**config.mk**
```make
export PLATFORM = sky130hd
export DESIGN_NAME = bist_ora_misr
export DESIGN_NICKNAME = d
export VERILOG_FILES = /design/src/rtl/bist_ora_misr.sv
export SDC_FILE = /design/constraint.sdc
export NUM_CORES = 1
export LEC_CHECK = 0
export BUFFER_PORTS_ARGS = -buffer_cell sky130_fd_sc_hd__buf_2
export CAP_MARGIN = 20
export CELL_PAD_IN_SITES_DETAIL_PLACEMENT = 1
export CELL_PAD_IN_SITES_GLOBAL_PLACEMENT = 1
export CORE_ASPECT_RATIO = 1.5
export CORE_MARGIN = 2
export CORE_UTILIZATION = 41
export CTS_BUF_LIST = sky130_fd_sc_hd__clkbuf_4
export DETAILED_ROUTE_END_ITERATION = 16
export HOLD_SLACK_MARGIN = 0.05
export PLACE_DENSITY = 0.87
export SETUP_SLACK_MARGIN = 0.15
export SLEW_MARGIN = 20
export SYNTH_ARGS = -nofsm -noshare
export SYNTH_HDL_FRONTEND = slang
export SYNTH_SLANG_ARGS = --single-unit
```
**constraint.sdc**
```tcl
create_clock -name clock -period 2.2 [get_ports clock]
set_input_delay 0.33 -clock clock [delete_from_list [all_inputs] [get_ports clock]]
set_output_delay 0.33 -clock clock [all_outputs]
set_load 0.01 [all_outputs]
```
**src/rtl/bist_ora_misr.sv**
```systemverilog
// Output response analyser for the full-adder BIST loop: MISR compression of CUT responses,
// golden-signature compare on tpg_complete. Optional COMPRESS watchdog: define BIST_ORA_TIMEOUT_EN.
module bist_ora_misr #(
  parameter int                RESP_W      = 2,
  parameter int                SIG_W       = 4,
  parameter logic [SIG_W-1:0]  POLY        = 4'h3,
  parameter logic [SIG_W-1:0]  SEED        = 4'h0,
  parameter logic [SIG_W-1:0]  GOLDEN_SIG  = 4'hA,
  parameter int                CNT_W       = 8,
  parameter int                TIMEOUT_CYC = 16
) (
  input  logic              clock,
  input  logic              reset,
  input  logic              start,
  input  logic [RESP_W-1:0] resp_in,
  input  logic              resp_valid,
  input  logic              tpg_complete,
  output logic [SIG_W-1:0]  signature,
  output logic [CNT_W-1:0]  vec_cnt,
  output logic              busy,
  output logic              done,
  output logic              pass,
  output logic              fail,
  output logic              timeout
);

  if (SIG_W < RESP_W || TIMEOUT_CYC < 1) begin : g_bad_params
    $error("bist_ora_misr: need SIG_W >= RESP_W and TIMEOUT_CYC >= 1");
  end

  typedef enum logic [1:0] {
    S_IDLE,
    S_COMPRESS,
    S_COMPARE,
    S_DONE
  } state_t;

  state_t             state_q, state_d;
  logic [SIG_W-1:0]   sig_q, sig_d;
  logic [CNT_W-1:0]   cnt_q, cnt_d;
  logic               done_q, done_d;
  logic               pass_q, pass_d;
  logic               fail_q, fail_d;

  // One MISR shift: feedback taps applied when the outgoing MSB is set, response folded into the LSBs.
  function automatic logic [SIG_W-1:0] misr_step(input logic [SIG_W-1:0] s,
                                                 input logic [RESP_W-1:0] r);
    logic [SIG_W-1:0] nxt;
    nxt = {s[SIG_W-2:0], 1'b0};
    if (s[SIG_W-1]) nxt = nxt ^ POLY;
    return nxt ^ SIG_W'(r);
  endfunction

  function automatic logic [CNT_W-1:0] sat_inc(input logic [CNT_W-1:0] c);
    return (c == '1) ? c : c + 1'b1;
  endfunction

`ifdef BIST_ORA_TIMEOUT_EN
  localparam int TMO_W = $clog2(TIMEOUT_CYC + 1);
  localparam logic [TMO_W-1:0] TMO_LAST = TMO_W'(TIMEOUT_CYC - 1);

  logic [TMO_W-1:0] tmo_cnt_q, tmo_cnt_d;
  logic             timeout_q, timeout_d;
`endif

  always_comb begin
    state_d = state_q;
    sig_d   = sig_q;
    cnt_d   = cnt_q;
    done_d  = done_q;
    pass_d  = pass_q;
    fail_d  = fail_q;
`ifdef BIST_ORA_TIMEOUT_EN
    tmo_cnt_d = tmo_cnt_q;
    timeout_d = timeout_q;
`endif
    case (state_q)
      S_IDLE, S_DONE: begin
        if (start) begin
          state_d = S_COMPRESS;
          sig_d   = SEED;
          cnt_d   = '0;
          done_d  = 1'b0;
          pass_d  = 1'b0;
          fail_d  = 1'b0;
`ifdef BIST_ORA_TIMEOUT_EN
          tmo_cnt_d = '0;
          timeout_d = 1'b0;
`endif
        end
      end
      S_COMPRESS: begin
        if (resp_valid) begin
          sig_d = misr_step(sig_q, resp_in);
          cnt_d = sat_inc(cnt_q);
        end
`ifdef BIST_ORA_TIMEOUT_EN
        tmo_cnt_d = tmo_cnt_q + 1'b1;
`endif
        // tpg_complete takes priority over an expiring watchdog in the same cycle.
        if (tpg_complete) begin
          state_d = S_COMPARE;
        end
`ifdef BIST_ORA_TIMEOUT_EN
        else if (tmo_cnt_q == TMO_LAST) begin
          state_d   = S_DONE;
          done_d    = 1'b1;
          pass_d    = 1'b0;
          fail_d    = 1'b1;
          timeout_d = 1'b1;
        end
`endif
      end
      S_COMPARE: begin
        pass_d  = (sig_q == GOLDEN_SIG);
        fail_d  = (sig_q != GOLDEN_SIG);
        done_d  = 1'b1;
        state_d = S_DONE;
      end
      default: state_d = S_IDLE;
    endcase
  end

  always_ff @(posedge clock or posedge reset) begin
    if (reset) begin
      state_q <= S_IDLE;
      sig_q   <= SEED;
      cnt_q   <= '0;
      done_q  <= 1'b0;
      pass_q  <= 1'b0;
      fail_q  <= 1'b0;
    end else begin
      state_q <= state_d;
      sig_q   <= sig_d;
      cnt_q   <= cnt_d;
      done_q  <= done_d;
      pass_q  <= pass_d;
      fail_q  <= fail_d;
    end
  end

`ifdef BIST_ORA_TIMEOUT_EN
  always_ff @(posedge clock or posedge reset) begin
    if (reset) begin
      tmo_cnt_q <= '0;
      timeout_q <= 1'b0;
    end else begin
      tmo_cnt_q <= tmo_cnt_d;
      timeout_q <= timeout_d;
    end
  end

  assign timeout = timeout_q;
`else
  assign timeout = 1'b0;
`endif

  assign signature = sig_q;
  assign vec_cnt   = cnt_q;
  assign busy      = (state_q == S_COMPRESS) || (state_q == S_COMPARE);
  assign done      = done_q;
  assign pass      = pass_q;
  assign fail      = fail_q;

endmodule

```
==> Word-level counts from Yosys, hierarchy flattened <==
Cells that the tools add are included.
{ "totals": {"mem_bits_ro": 0, "latchBits": 0, "mem_bits_rw": 0, "mem_count": 0, "ff_bits": 17} }
{ "op_classes": {"addsub": 1, "muxes": 17, "n_lt_le_gt_ge": 0, "n_bitwise": 2, "n_eq_ne": 10, "n_reduce_logical": 9, "n_mul": 0, "shift": 0, "div_mod_pow": 0} }
{ "ops": {"columns": ["operator", "count"], "rows": [
  ["two-way mux 8 bit", 3],
  ["two-way mux 4 bit", 4],
  ["case mux 8 bit (2 select lines)", 1],
  ["adder 8 x 1 -> 8 bit (second input constant)", 1],
  ["== test 8 bit (second input constant)", 1],
  ["!= test 2 bit (second input constant)", 4],
  ["case mux 4 bit (2 select lines)", 1],
  ["two-way mux 2 bit", 3],
  ["case mux 1 bit (2 select lines)", 3],
  ["case mux 2 bit (3 select lines)", 1],
  ["== test 2 bit (second input constant)", 2],
  ["== test 4 bit (second input constant)", 1],
  ["!= test 4 bit (second input constant)", 1],
  ["AND reduction 2 bit", 2],
  ["AND reduction 4 bit", 1],
  ["nonzero test 2 bit", 2],
  ["bitwise XOR 4 x 2 -> 4 bit", 1],
  ["AND reduction 3 bit", 1],
  ["== test 2 x 1 -> 1 bit (second input constant)", 1],
  ["zero test 2 bit", 1],
  ["NOT 2 bit", 1],
  ["OR reduction 2 bit", 1],
  ["logical OR 1 bit", 1],
  ["two-way mux 1 bit", 1]
]} }

==> Longest topological paths before layout <==
{ "depth": {"depth_word": 7, "depth_mapped": 7, "mapped_depth_nobuf": 6} }

==> Worst setup path before layout <==
No wires, ideal clock.
{ "synth_timing": {"kind": "flip-flop to flip-flop", "start": "reg state_q[0]", "end": "reg cnt_q[3], in the netlist vec_cnt[3]", "t_arrival_ns": 1.542, "path_stages_with_launch": 7, "required_time_ns": 2.099, "slack_ns": 0.558, "cell_sequence": "dfrtp_1 inv_1 ha_1 nand2b_2 o211ai_4 or2_4 o311ai_2"} }
{ "synth_between": {"elab_chain_cells": 4, "word_cells_on_any_way": 10, "classes_between": "eq/ne: 5; mux: 1; reduce/logical: 4"} }
{ "synth_rtl": {"columns": ["item", "line_no", "text"], "rows": [
  ["start: declaration", "38", "state_t state_q, state_d;"],
  ["start signal: assignment", "133", "state_q <= state_d;"],
  ["== test 2 bit or zero test 2 bit (tied branches)", "77", "case (state_q)"],
  ["OR reduction 2 bit", "77", null],
  ["!= test 2 bit (no line) or nonzero test 2 bit (tied branches)", null, null],
  ["AND reduction 4 bit (no line)", null, null],
  ["end signal: assignment", "135", "cnt_q <= cnt_d;"],
  ["end: declaration", "40", "logic [CNT_W-1:0] cnt_q, cnt_d;"]
]} }
Parallel ways exist; a longest one is shown, timed or not.
A chain may end at the register's enable or synchronous reset.

==> Final worst setup path <==
{ "layout_timing": {"start": "reg state_q[1]", "end": "reg cnt_q[2], in the netlist vec_cnt[2]"} }
Same word-level chain as after synthesis.

==> impl_metrics.env <==
export IMPL_peakVddDrop_v=0.000417
export IMPL_slowest_delay_ns=0.42
export IMPL_route_detailed_drc=0
export IMPL_grt_pass1_vias=829
export IMPL_nets=127
export IMPL_syn_nets=104
export IMPL_dp_cells=135
export IMPL_drt_pass1_iterations=4
export IMPL_cts_resized_gates=0
export IMPL_path_clk_slew_ns=0.10
export IMPL_hold_path_class="in -> async"
export IMPL_seq_area_frac_synth=0.433
export IMPL_fin_crit_sh=0.861
export IMPL_synthArstFlopShare=1.00
export IMPL_grt_pass1_wl_um=3890
export IMPL_syn_cell_area_um2=982
export IMPL_vias=800
export IMPL_fill_cells=281
export IMPL_ctsHoldBuffers=0
export IMPL_die_w_um=44.0
export IMPL_cp_cell_sequence="inv_1 > ha_1 > and4_4 > and3_4 > nand2b_1 > o21ai_0"
export IMPL_yosysWarnings=0
export IMPL_first_iter_violations=17
export IMPL_port_buffers=22
export IMPL_drv_slew=0
export IMPL_critPathLaunchType="flip-flop"
export IMPL_syn_inst=94
export IMPL_ios=24
export IMPL_clk_path_buf_depth=2
export IMPL_cts_buffers=3
export IMPL_track_usage=0.183
export IMPL_areaGrowthSynthToFinish_pct=14.3
export IMPL_grt_max_degree=18
export IMPL_synth_edf_count=0
export IMPL_tns_ns=0
export IMPL_fin_cells=139
export IMPL_arrival_ns=2.06
export IMPL_synthTopCellsByArea="dfrtp_1 (43%), a22o_1 (4.5%), nand2b_1 (4.5%)"
export IMPL_routed_wl_um=2280
export IMPL_ctsRootBufferMaster="clkbuf_4"
export IMPL_start_util=0.435
export IMPL_core_um2=2260
export IMPL_synth_top_family_by_area="compound AO/OA/AOI/OAI gates"
export IMPL_p_leak_nw=0.550
export IMPL_gp_congestion=0.819
export IMPL_yosys_top_cells_count="dfrtp_1 (17), inv_1 (7), nand2b_1 (7), o21ai_0 (7), nand3_1 (6)"
export IMPL_skew_ns=0.00117
export IMPL_synth_ff_type="dfrtp_1"
export IMPL_antenna_found_initial=0
export IMPL_status="complete, no violations"
export IMPL_post_cts_buffers=0
export IMPL_cts_sinks=17
export IMPL_setup_violations_final=0
export IMPL_synth_top_cell_by_area="dfrtp_1"
export IMPL_powerDensity_nw_per_um2=1160
export IMPL_synthAdderAreaFrac=0.0382
export IMPL_synth_mux_area_fraction=0.0204
export IMPL_synth_top_area_frac=0.433
export IMPL_synth_compound_area_frac=0.219
export IMPL_diodes=0
export IMPL_slowest_stage="ha_1"
export IMPL_fmax_mhz=528
export IMPL_r2r_slack_ns=0.30
export IMPL_insertion_delay_ns=0.29
export IMPL_slew_limit_headroom=0.563
export IMPL_drive_gt1_frac=0.293
export IMPL_htree_levels=1
export IMPL_synth_avg_cell_area_um2=10.4
export IMPL_avgViaCountPerCell=5.76
export IMPL_routedWlPerCell_um=16.4
export IMPL_postRouteAntennaNets=0
export IMPL_maxCapViolCount=0
export IMPL_dpl_hpwl_um=1770
export IMPL_die_area_um2=2810
export IMPL_criticalPathCategory="reg -> reg"
export IMPL_hold_ws_ns=0.108
export IMPL_cp_max_fo=11
export IMPL_ys_ff_latch=17
export IMPL_worst_pin_slew_ns=0.655
export IMPL_synthXorXnorAreaFrac=0.0446
export IMPL_hold_viol=0
export IMPL_yosysUniqueCellTypes=32
export IMPL_die_height_um=63.9
export IMPL_crit_path_end_kind="flip-flop"
export IMPL_synthSimpleGateAreaFrac=0.185
export IMPL_post_route_min_period_ns=1.90
export IMPL_globalRouteOverflowTotal=0
export IMPL_rsz0062_at_grt="false"
export IMPL_num_rows=21
export IMPL_cts_tree="yes"
export IMPL_required_ns=2.37
export IMPL_synth_most_common_cell="dfrtp_1"
stage by stage:
stage / instance area (um^2) / util / setup WS [ns] / total power (W)
after floorplan: 982 / - / 0.558 / 0.000936
after global placement: 1090 / 0.483 / 0.380 / 0.00110
after detailed placement: 1090 / 0.483 / 0.321 / 0.00114
after CTS: 1120 / 0.497 / 0.302 / 0.00132
after global routing: 1120 / 0.497 / 0.161 / 0.00142
final: 1120 / 0.497 / 0.305 / 0.00130
layout by cell type (no fill, tap or decap), types with 2 or more instances in the layout:
cell,count
o21ai_0,7
nand3_1,6
ha_1,3
o311ai_2,2
mux2i_1,2
a31oi_1,2
o2bb2ai_1,2
a22o_1,5
and3_4,2
nand2_1,5
nand2b_1,7
inv_1,7
buf_2,22
xor2_1,2
clkbuf_4,4
o31ai_1,3
nor2_1,3
dfrtp_1,17
xnor2_1,3
registers in the layout, summed over array words and instances, names as in the netlist:
name	cells
done	1
fail	1
pass	1
signature	4
state_q	2
vec_cnt	8
metal layers:
layer	GRT usage	up-vias	wire length [um]
li1	-	382	-
met1	0.218	396	982
met2	0.311	16	1190
met3	0.0254	6	51
met4	0.0909	0	53
met5	0	-	0
worst paths after layout:
check / start / end / depth (start not counted)
min in group clock: tpg_complete / state_q[0]$_DFFE_PP0P_ / 4
worst min-delay path: reset / signature[2]$_DFFE_PP0P_ / 2
worst max register to register: state_q[1]$_DFFE_PP0P_ / vec_cnt[2]$_DFFE_PP0P_ / 6
worst max-delay path: state_q[1]$_DFFE_PP0P_ / vec_cnt[2]$_DFFE_PP0P_ / 6
max in group asynchronous: reset / state_q[1]$_DFFE_PP0P_ / 2
worst min register to register: state_q[0]$_DFFE_PP0P_ / state_q[0]$_DFFE_PP0P_ / 2
area by class of cell:
| type | instances | area [um^2] | area share |
|---|---|---|---|
| multi-input cells | 66 | 502 | 0.447 |
| flip-flops and latches | 17 | 425 | 0.379 |
| repair buffers | 22 | 110 | 0.0981 |
| clock buffers | 4 | 30.0 | 0.0268 |
| well taps | 23 | 28.8 | 0.0256 |
| inverters | 7 | 26.3 | 0.0234 |
cell families (layout without fill, tap and decap cells):
| kind of cell | after synthesis | count (layout) |
|---|---|---|
| compound gates | 26 | 26 |
| xor+xnor | 5 | 5 |
| fa+ha+maj | 3 | 3 |
| buf+inv | 11 | 33 |
| flops | 17 | 17 |
| mux | 2 | 2 |
| other cells | 1 | 1 |
| simple gates | 29 | 29 |
report_power, final:
group	leakage [nW]	switching [W]	internal (W)
combinational	0.305	0.000389	0.000255
clock	0.0184	0.000101	0.0000829
sequential	0.226	0.0000866	0.000389
critical path, delay by kind of cell, from the launching register on:
family	cells	cell delay, ns
AND/OR/NAND/NOR	3	0.74
buffers and inverters	1	0.08
adder cells (fa/ha/maj)	1	0.42
flip-flops	1	0.40
AO/OA/AOI/OAI	1	0.14
Power figures use the tool's default switching activity.
